$ cat src/rtl/packet_rr_arbiter.sv
// packet_rr_arbiter: N-channel packet-locking arbiter with ready/valid handshakes.
// A winner is registered in IDLE (round-robin from ptr, or lowest index), then the
// grant is held in LOCKED until the granted channel's last beat is accepted.
// Ports:
//   clock, reset         - clock and asynchronous active-low reset
//   io_in_valid/last     - per-channel beat valid and last-beat flag
//   io_in_ready          - per-channel ready, only the granted bit can be set
//   io_out_valid/last    - forwarded beat valid and last flag
//   io_out_ready         - sink ready
//   io_out_chosen        - index of the granted channel (holds last grant in IDLE)
//   io_busy              - high while a grant is held
module packet_rr_arbiter #(
  parameter int unsigned N           = 10,
  parameter bit          ROUND_ROBIN = 1'b1,
  localparam int unsigned CW         = (N > 1) ? $clog2(N) : 1
) (
  input  logic          clock,
  input  logic          reset,
  input  logic [N-1:0]  io_in_valid,
  input  logic [N-1:0]  io_in_last,
  output logic [N-1:0]  io_in_ready,
  output logic          io_out_valid,
  output logic          io_out_last,
  input  logic          io_out_ready,
  output logic [CW-1:0] io_out_chosen,
  output logic          io_busy
);

  typedef enum logic {IDLE = 1'b0, LOCKED = 1'b1} state_t;

  state_t        state_q, state_d;
  logic [CW-1:0] sel_q, sel_d;
  logic [CW-1:0] ptr_q, ptr_d;
  logic [N-1:0]  grant_oh;
  logic          handshake;

  // First set request scanning start, start+1, ..., wrapping at N.
  function automatic logic [CW-1:0] pick(input logic [N-1:0] v, input logic [CW-1:0] start);
    logic [CW-1:0] res;
    logic          found;
    logic [N-1:0]  sh;
    int unsigned   idx;
    res   = '0;
    found = 1'b0;
    for (int unsigned i = 0; i < N; i++) begin
      idx = 32'(start) + i;
      if (idx >= N) idx = idx - N;
      sh = v >> idx;
      if (!found && sh[0]) begin
        res   = CW'(idx);
        found = 1'b1;
      end
    end
    return res;
  endfunction

  // State, grant and rotation pointer registers.
  always_ff @(posedge clock or negedge reset) begin
    if (!reset) begin
      state_q <= IDLE;
      sel_q   <= '0;
      ptr_q   <= '0;
    end else begin
      state_q <= state_d;
      sel_q   <= sel_d;
      ptr_q   <= ptr_d;
    end
  end

  assign grant_oh = N'(1) << sel_q;

  // Next-state logic and the LOCKED datapath mux.
  always_comb begin
    state_d       = state_q;
    sel_d         = sel_q;
    ptr_d         = ptr_q;
    io_in_ready   = '0;
    io_out_valid  = 1'b0;
    io_out_last   = 1'b0;
    io_busy       = 1'b0;
    handshake     = 1'b0;
    io_out_chosen = sel_q;
    case (state_q)
      IDLE: begin
        if (|io_in_valid) begin
          sel_d   = pick(io_in_valid, ROUND_ROBIN ? ptr_q : '0);
          state_d = LOCKED;
        end
      end
      LOCKED: begin
        io_busy      = 1'b1;
        io_out_valid = |(io_in_valid & grant_oh);
        io_out_last  = |(io_in_valid & io_in_last & grant_oh);
        io_in_ready  = io_out_ready ? grant_oh : '0;
        handshake    = io_out_valid & io_out_ready;
        if (handshake && io_out_last) begin
          state_d = IDLE;
          // Rotate priority to the channel after the one just served.
          if (ROUND_ROBIN) ptr_d = (sel_q == CW'(N - 1)) ? '0 : sel_q + CW'(1);
        end
      end
      default: state_d = IDLE;
    endcase
  end

endmodule

$ cat config.mk
export PLATFORM = sky130hd
export DESIGN_NAME = packet_rr_arbiter
export DESIGN_NICKNAME = d
export VERILOG_FILES = /design/src/rtl/packet_rr_arbiter.sv
export SDC_FILE = /design/constraint.sdc
export NUM_CORES = 1
export LEC_CHECK = 0
export CORE_ASPECT_RATIO = 0.8
export CORE_MARGIN = 2
export CORE_UTILIZATION = 55
export CTS_BUF_LIST = sky130_fd_sc_hd__clkbuf_2 sky130_fd_sc_hd__clkbuf_4 sky130_fd_sc_hd__clkbuf_8
export CTS_CLUSTER_DIAMETER = 200
export DETAILED_ROUTE_END_ITERATION = 10
export PLACE_DENSITY = 0.83
export SYNTH_ARGS = -nofsm -noshare
export SYNTH_HDL_FRONTEND = slang
export SYNTH_SLANG_ARGS = --single-unit
$ cat constraint.sdc
create_clock -name clock -period 4.5 [get_ports clock]
set_input_delay 0.675 -clock clock [delete_from_list [all_inputs] [get_ports clock]]
set_output_delay 0.675 -clock clock [all_outputs]
set_load 0.01 [all_outputs]
==> out/metrics.csv, run 1 <==
stage,metric,value,unit
yosys,yosys-top-cells-count,"58 x nand2_1, 42 x a21oi_1, 41 x nor2_1, 36 x o21ai_0, 25 x ha_1",
timing,finalSetupTns,0,ns
timing,finalCritPeriodShare,0.9571,
placed_design,dpl-instance-area,4365,µm²
grt,grt_usage,0.3430,
layout,drive_gt1_frac,0.09122,
yosys,postSynthCellCount,564,
clocking,cts_buffer_depth,2,
yosys,yosysTopAreaCell,ha_1,
route,firstDrtPassIters,7,
timing,final-hold-violation-count,0,
critical_path,worstPathRequired,4.61,ns
grt,grt_remaining_overflow,0,
run,max-cap-violations,0,
floorplan,rows,27,
critical_path,cpPeakStageDelay,0.59,ns
grt,antenna_found_initial,0,
floorplan,top_level_ports,40,
clocking,cts_inserted_buffers,3,
grt,grt_max_degree,33,
timing,final_max_slew_viol_count,0,
route,detail-route-antenna-nets,0,
yosys,syn_nets,613,
critical_path,r2r_start,ptr_q[2]$_DFFE_PN0P_,
critical_path,crit_slowest_cell,or4_4,
timing,setup_viol,0,
placed_design,gp_congestion,1.030,
hold_path,hold_start,ptr_q[1]$_DFFE_PN0P_,
timing,maxSlewHeadroom,0.4408,
critical_path,cp_common_cell,or4_4,
clocking,clk_latency,0.23,ns
floorplan,initial_core_util,0.5725,
critical_path,cp.arrival,4.42,ns
yosys,seq_area_frac_synth,0.05680,
critical_path,crit_type,register to register,
clocking,htreeDepth,1,
floorplan,dieWidth,98.93,µm
timing,tightest_slew,0.8300,ns
yosys,synth_most_common_cell,nand2_1,
grt,grt_pass1_vias,4226,
clocking,cts_tree,yes,
layout,layout.nets,631,
critical_path,crit_chain,"inv_1, ha_1, a211oi_1, and2_1, nor2_1, a21oi_1, a221oi_1, or4_4, or4_4, o21ai_1, a2bb2oi_1, o31ai_1",
timing,finClkSkew,0.001961,ns
yosys,synthesis.area,3965,µm²
route,vias,4701,
hold_path,hold_class,register to register,
layout,fillers,623,
layout,design_area,4422,µm²
floorplan,die_y,79.94,µm
yosys,yosysUniqueCellTypes,84,
route,viasPerCell,7.037,
route,routed_wl,13740,µm
yosys,synth_area_per_cell,7.030,µm²
critical_path,critical_path.endpoint_type,register,
yosys,synth_top_area_frac,0.07889,
clocking,postCtsHoldBufs,0,
placed_design,post-dp-hpwl,10710,µm
clocking,cts.sinks,9,
route,drc,0,
grt,grt_first_pass_wirelength,21980,µm
floorplan,core-area,6925,µm²
critical_path,cp-start-kind,register,
placed_design,portBuffers,39,
route,drt_iter0_drc,610,
yosys,synth-async-reset-ratio,1.000,
clocking,root_buffer,clkbuf_8,
clocking,cts_setup_buffers,0,
timing,max_freq,0.2322,GHz
critical_path,cp_top_family,compound AO/OA/AOI/OAI gates,
timing,holdWs,0.6243,ns
yosys,synth_edf_count,0,
clocking,clkSlewWorstSetupHoldPaths,0.05,ns
floorplan,dieArea,7908,µm²
critical_path,worstPathMaxFanout,11,
yosys,synth_flop_cell,dfrtp_1,
layout,fin_util,0.6385,
critical_path,crit_start,ptr_q[2]$_DFFE_PN0P_,
timing,post-route-min-period,4.307,ns
timing,rsz0062_at_grt,false,
critical_path,critPathBufInv,1,
yosys,yosysWarnings,0,
outcome,status,completed,
layout,diodes,0,
layout,syn_to_final_growth,11.52,%
route,wl_per_cell,20.57,µm
yosys,ys_seq_elements,9,
yosys,synthTopCellsByArea,"ha_1 7.9%, dfrtp_1 5.7%, nand2_1 5.5%",
==> per-stage QoR <==
stage,std cells,worst slack [ns]
global route,668,0.05081
finish,668,0.1929
global placement,664,0.2522
detailed placement,664,0.2678
CTS,668,0.3401
floorplan,564,0.2391
==> what timing repair did <==
item / CTS / global route
gates resized for setup: 0 / 1
endpoints found under the setup margin: 0 / 2
endpoints found under the hold margin: 0 / 0
==> cell usage in the layout, fill, tap and decap left out, types with 5 or more instances in the layout <==
master           count
nand2_1             58
a21oi_1             42
nor2_1              41
clkdlybuf4s50_1     39
o21ai_0             36
ha_1                25
nand3_1             19
mux2i_1             19
nor3_1              17
inv_1               16
buf_4               16
nand2b_1            14
nor2b_1             12
a31oi_1             12
and2_1              11
and3_1              10
a211oi_1             9
xnor2_1              9
o211ai_1             9
o31ai_1              9
a21o_1               9
dfrtp_1              8
mux4_2               6
o22ai_1              6
nand3b_1             5
mux2_2               5
nand4_1              5
==> per-layer routing <==
| metal | track usage | vias to the layer above | part of all wire |
|---|---|---|---|
| li1 | - | 2171 | - |
| met1 | 0.4918 | 2190 | 0.43 |
| met2 | 0.5101 | 303 | 0.42 |
| met3 | 0.08757 | 37 | 0.13 |
| met4 | 0.08493 | 0 | 0.025 |
| met5 | 0 | - | 0 |
==> final timing paths <==
check	to	slack [ns]	cells after the start
setup / recovery	io_out_chosen[1]$_DFFE_PN0P_	0.19	12
hold / removal	ptr_q[1]$_DFFE_PN0P_	0.62	2
setup reg to reg	io_out_chosen[1]$_DFFE_PN0P_	0.19	12
hold reg to reg	ptr_q[1]$_DFFE_PN0P_	0.62	2
max in group asynchronous	ptr_q[0]$_DFFE_PN0P_	3.35	1
min in group asynchronous	state_q$_DFF_PN0_	0.78	1
==> flip-flops by register name, indices dropped and copies added (netlist names) <==
name and cells:
state_q 1, ptr_q 4, io_out_chosen 4
==> worst register-to-register path, cell delays in order (launching register included) <==
cell and delay (ns):
dfrtp_1 0.34, inv_1 0.14, ha_1 0.42, a211oi_1 0.50
and2_1 0.43, nor2_1 0.11, a21oi_1 0.39, a221oi_1 0.31
or4_4 0.59, or4_4 0.49, o21ai_1 0.21, a2bb2oi_1 0.17
o31ai_1 0.08
==> layout make-up <==
| class | instances | area, µm² | share of cell area |
|---|---|---|---|
| Multi-Input combinational cell | 493 | 3452 | 0.7807 |
| Timing Repair Buffer | 55 | 510.5 | 0.1155 |
| Sequential cell | 9 | 226.5 | 0.05122 |
| Tap cell | 87 | 108.9 | 0.02462 |
| Inverter | 20 | 75.07 | 0.01698 |
| Clock buffer | 4 | 48.80 | 0.01104 |
==> cells by family (layout without fill, tap and decap cells) <==
group	count (synthesis)	after routing	share of synthesized area
compound gates	205	205	0.3613
simple gates	215	215	0.2777
flops	9	9	0.05680
buf+inv	62	79	0.07447
xor+xnor	13	13	0.03061
fa+ha+maj	26	26	0.08394
mux	34	34	0.1152
Power of run 1 is not shown: default switching activity piles up to over one toggle a cycle in this logic, so the estimate is an artifact.
==> run 2, diff against run 1 <==
--- a/config.mk
+++ b/config.mk
@@ -11,7 +11,8 @@
 export CTS_BUF_LIST = sky130_fd_sc_hd__clkbuf_2 sky130_fd_sc_hd__clkbuf_4 sky130_fd_sc_hd__clkbuf_8
 export CTS_CLUSTER_DIAMETER = 200
 export DETAILED_ROUTE_END_ITERATION = 10
-export PLACE_DENSITY = 0.83
+export HOLD_SLACK_MARGIN = 0.12
+export PLACE_DENSITY_LB_ADDON = 0.3
 export SYNTH_ARGS = -nofsm -noshare
 export SYNTH_HDL_FRONTEND = slang
 export SYNTH_SLANG_ARGS = --single-unit
==> out/metrics.csv, run 2 (synthesis results as in run 1) <==
stage,metric,value,unit,change
outcome,status,completed,,unchanged
floorplan,top_level_ports,40,,unchanged
timing,finalSetupTns,0,ns,unchanged
grt,antenna_found_initial,0,,unchanged
route,firstDrtPassIters,6,,was 7
clocking,ctsResizeCount,0,,unchanged
run,max-cap-violations,0,,unchanged
timing,finClkSkew,0.01279,ns,was 0.001961 ns
floorplan,initial_core_util,0.5725,,unchanged
hold_path,hold_depth,2,,unchanged
route,drc,0,,unchanged
layout,stdcell_count,672,,was 668
grt,grt_first_pass_wirelength,22310,µm,was 21980 µm
layout,final_common_cell,nand2_1,,unchanged
critical_path,cp.arrival,4.39,ns,was 4.42 ns
clocking,root_buffer,clkbuf_8,,unchanged
timing,post-route-min-period,4.228,ns,was 4.307 ns
placed_design,gp_congestion,1.107,,was 1.030
clocking,cts_buffer_depth,2,,unchanged
critical_path,cp-start-kind,register,,unchanged
timing,setup_viol,0,,unchanged
placed_design,portBuffers,39,,unchanged
grt,grt_max_degree,39,,was 33
layout,final_cell_mix,"58 x nand2_1, 42 x a21oi_1, 41 x nor2_1",,unchanged
clocking,postCtsHoldBufs,0,,unchanged
floorplan,core-area,6925,µm²,unchanged
critical_path,r2r_cells,15,,was 12
clocking,cts_tree,yes,,unchanged
clocking,cts_inserted_buffers,3,,unchanged
timing,maxSlewHeadroom,0.5031,,was 0.4408
layout,diodes,0,,unchanged
placed_design,post-dp-hpwl,10920,µm,was 10710 µm
critical_path,crit_type,register to register,,unchanged
timing,max_freq,0.2365,GHz,was 0.2322 GHz
timing,holdWs,0.6271,ns,was 0.6243 ns
clocking,cts_setup_buffers,0,,unchanged
layout,fin_util,0.6428,,was 0.6385
clocking,cts.sinks,9,,unchanged
route,vias,4687,,was 4701
route,drt_iter0_drc,662,,was 610
grt,grt_usage,0.3501,,was 0.3430
floorplan,die_y,79.94,µm,unchanged
grt,grt_pass1_vias,4043,,was 4226
floorplan,rows,27,,unchanged
hold_path,hold_class,register to register,,unchanged
critical_path,worstPathRequired,4.66,ns,was 4.61 ns
layout,drive_gt1_frac,0.09744,,was 0.09122
timing,final_max_slew_viol_count,0,,unchanged
critical_path,critical_path.endpoint_type,register,,unchanged
layout,syn_to_final_growth,12.28,%,was 11.52%
timing,final-hold-violation-count,0,,unchanged
route,detail-route-antenna-nets,0,,unchanged
floorplan,dieArea,7908,µm²,unchanged
clocking,clkSlewWorstSetupHoldPaths,0.06,ns,was 0.05 ns
clocking,clk_latency,0.24,ns,was 0.23 ns
route,viasPerCell,6.975,,was 7.037
timing,rsz0062_at_grt,false,,unchanged
route,wl_per_cell,20.84,µm,was 20.57 µm
placed_design,dp.cells,668,,was 664
timing,tightest_slew,0.7425,ns,was 0.8300 ns
route,routed_wl,14010,µm,was 13740 µm
critical_path,worstPathMaxFanout,10,,was 11
layout,layout.nets,635,,was 631
floorplan,dieWidth,98.93,µm,unchanged
grt,grt_remaining_overflow,0,,unchanged
clocking,htreeDepth,1,,unchanged
timing,finalCritPeriodShare,0.9396,,was 0.9571
==> run 2: cell type report <==
cell class / instances / area [µm²]
Sequential cell: 9 / 226.5
Clock buffer: 4 / 48.80
Timing Repair Buffer: 59 / 540.5
Fill cell: 638 / 2474
Multi-Input combinational cell: 493 / 3452
Tap cell: 87 / 108.9
Inverter: 20 / 75.07
==> run 2: worst paths after layout <==
| path | startpoint | end | slack [ns] |
|---|---|---|---|
| setup / recovery | ptr_q[0]$_DFFE_PN0P_ | io_out_chosen[3]$_DFFE_PN0P_ | 0.27 |
| hold / removal | state_q$_DFF_PN0_ | state_q$_DFF_PN0_ | 0.63 |
| setup reg to reg | ptr_q[0]$_DFFE_PN0P_ | io_out_chosen[3]$_DFFE_PN0P_ | 0.27 |
| hold reg to reg | state_q$_DFF_PN0_ | state_q$_DFF_PN0_ | 0.63 |
| max in group asynchronous | reset | ptr_q[0]$_DFFE_PN0P_ | 3.34 |
| min in group asynchronous | reset | ptr_q[2]$_DFFE_PN0P_ | 0.78 |
==> run 2: routing by layer <==
metal	wire (µm)	GRT usage	up-vias
li1	-	-	2182
met1	6210	0.5424	2153
met2	5874	0.5203	319
met3	1665	0.03765	33
met4	257	0.06301	0
met5	0	0	-
==> run 2: through the flow <==
step | setup slack (ns) | area [µm²]
floorplan | 0.2391 | 3965
global placement | 0.3207 | 4395
detailed placement | 0.3276 | 4395
CTS | 0.3672 | 4444
global route | 0.06929 | 4452
finish | 0.2717 | 4452
==> run 2: worst max-delay path, stage by stage, from the launching register on <==
cell and delay, ns:
dfrtp_2 0.45, inv_1 0.18, ha_1 0.35, clkinv_1 0.26
ha_1 0.46, nand2b_1 0.19, a22oi_1 0.21, o211ai_1 0.15
and3_1 0.20, or3_4 0.40, and2_1 0.25, a31o_1 0.21
a2111oi_0 0.47, buf_4 0.19, o22ai_1 0.06, a21oi_1 0.13
Power of run 2 is left out for the same reason.
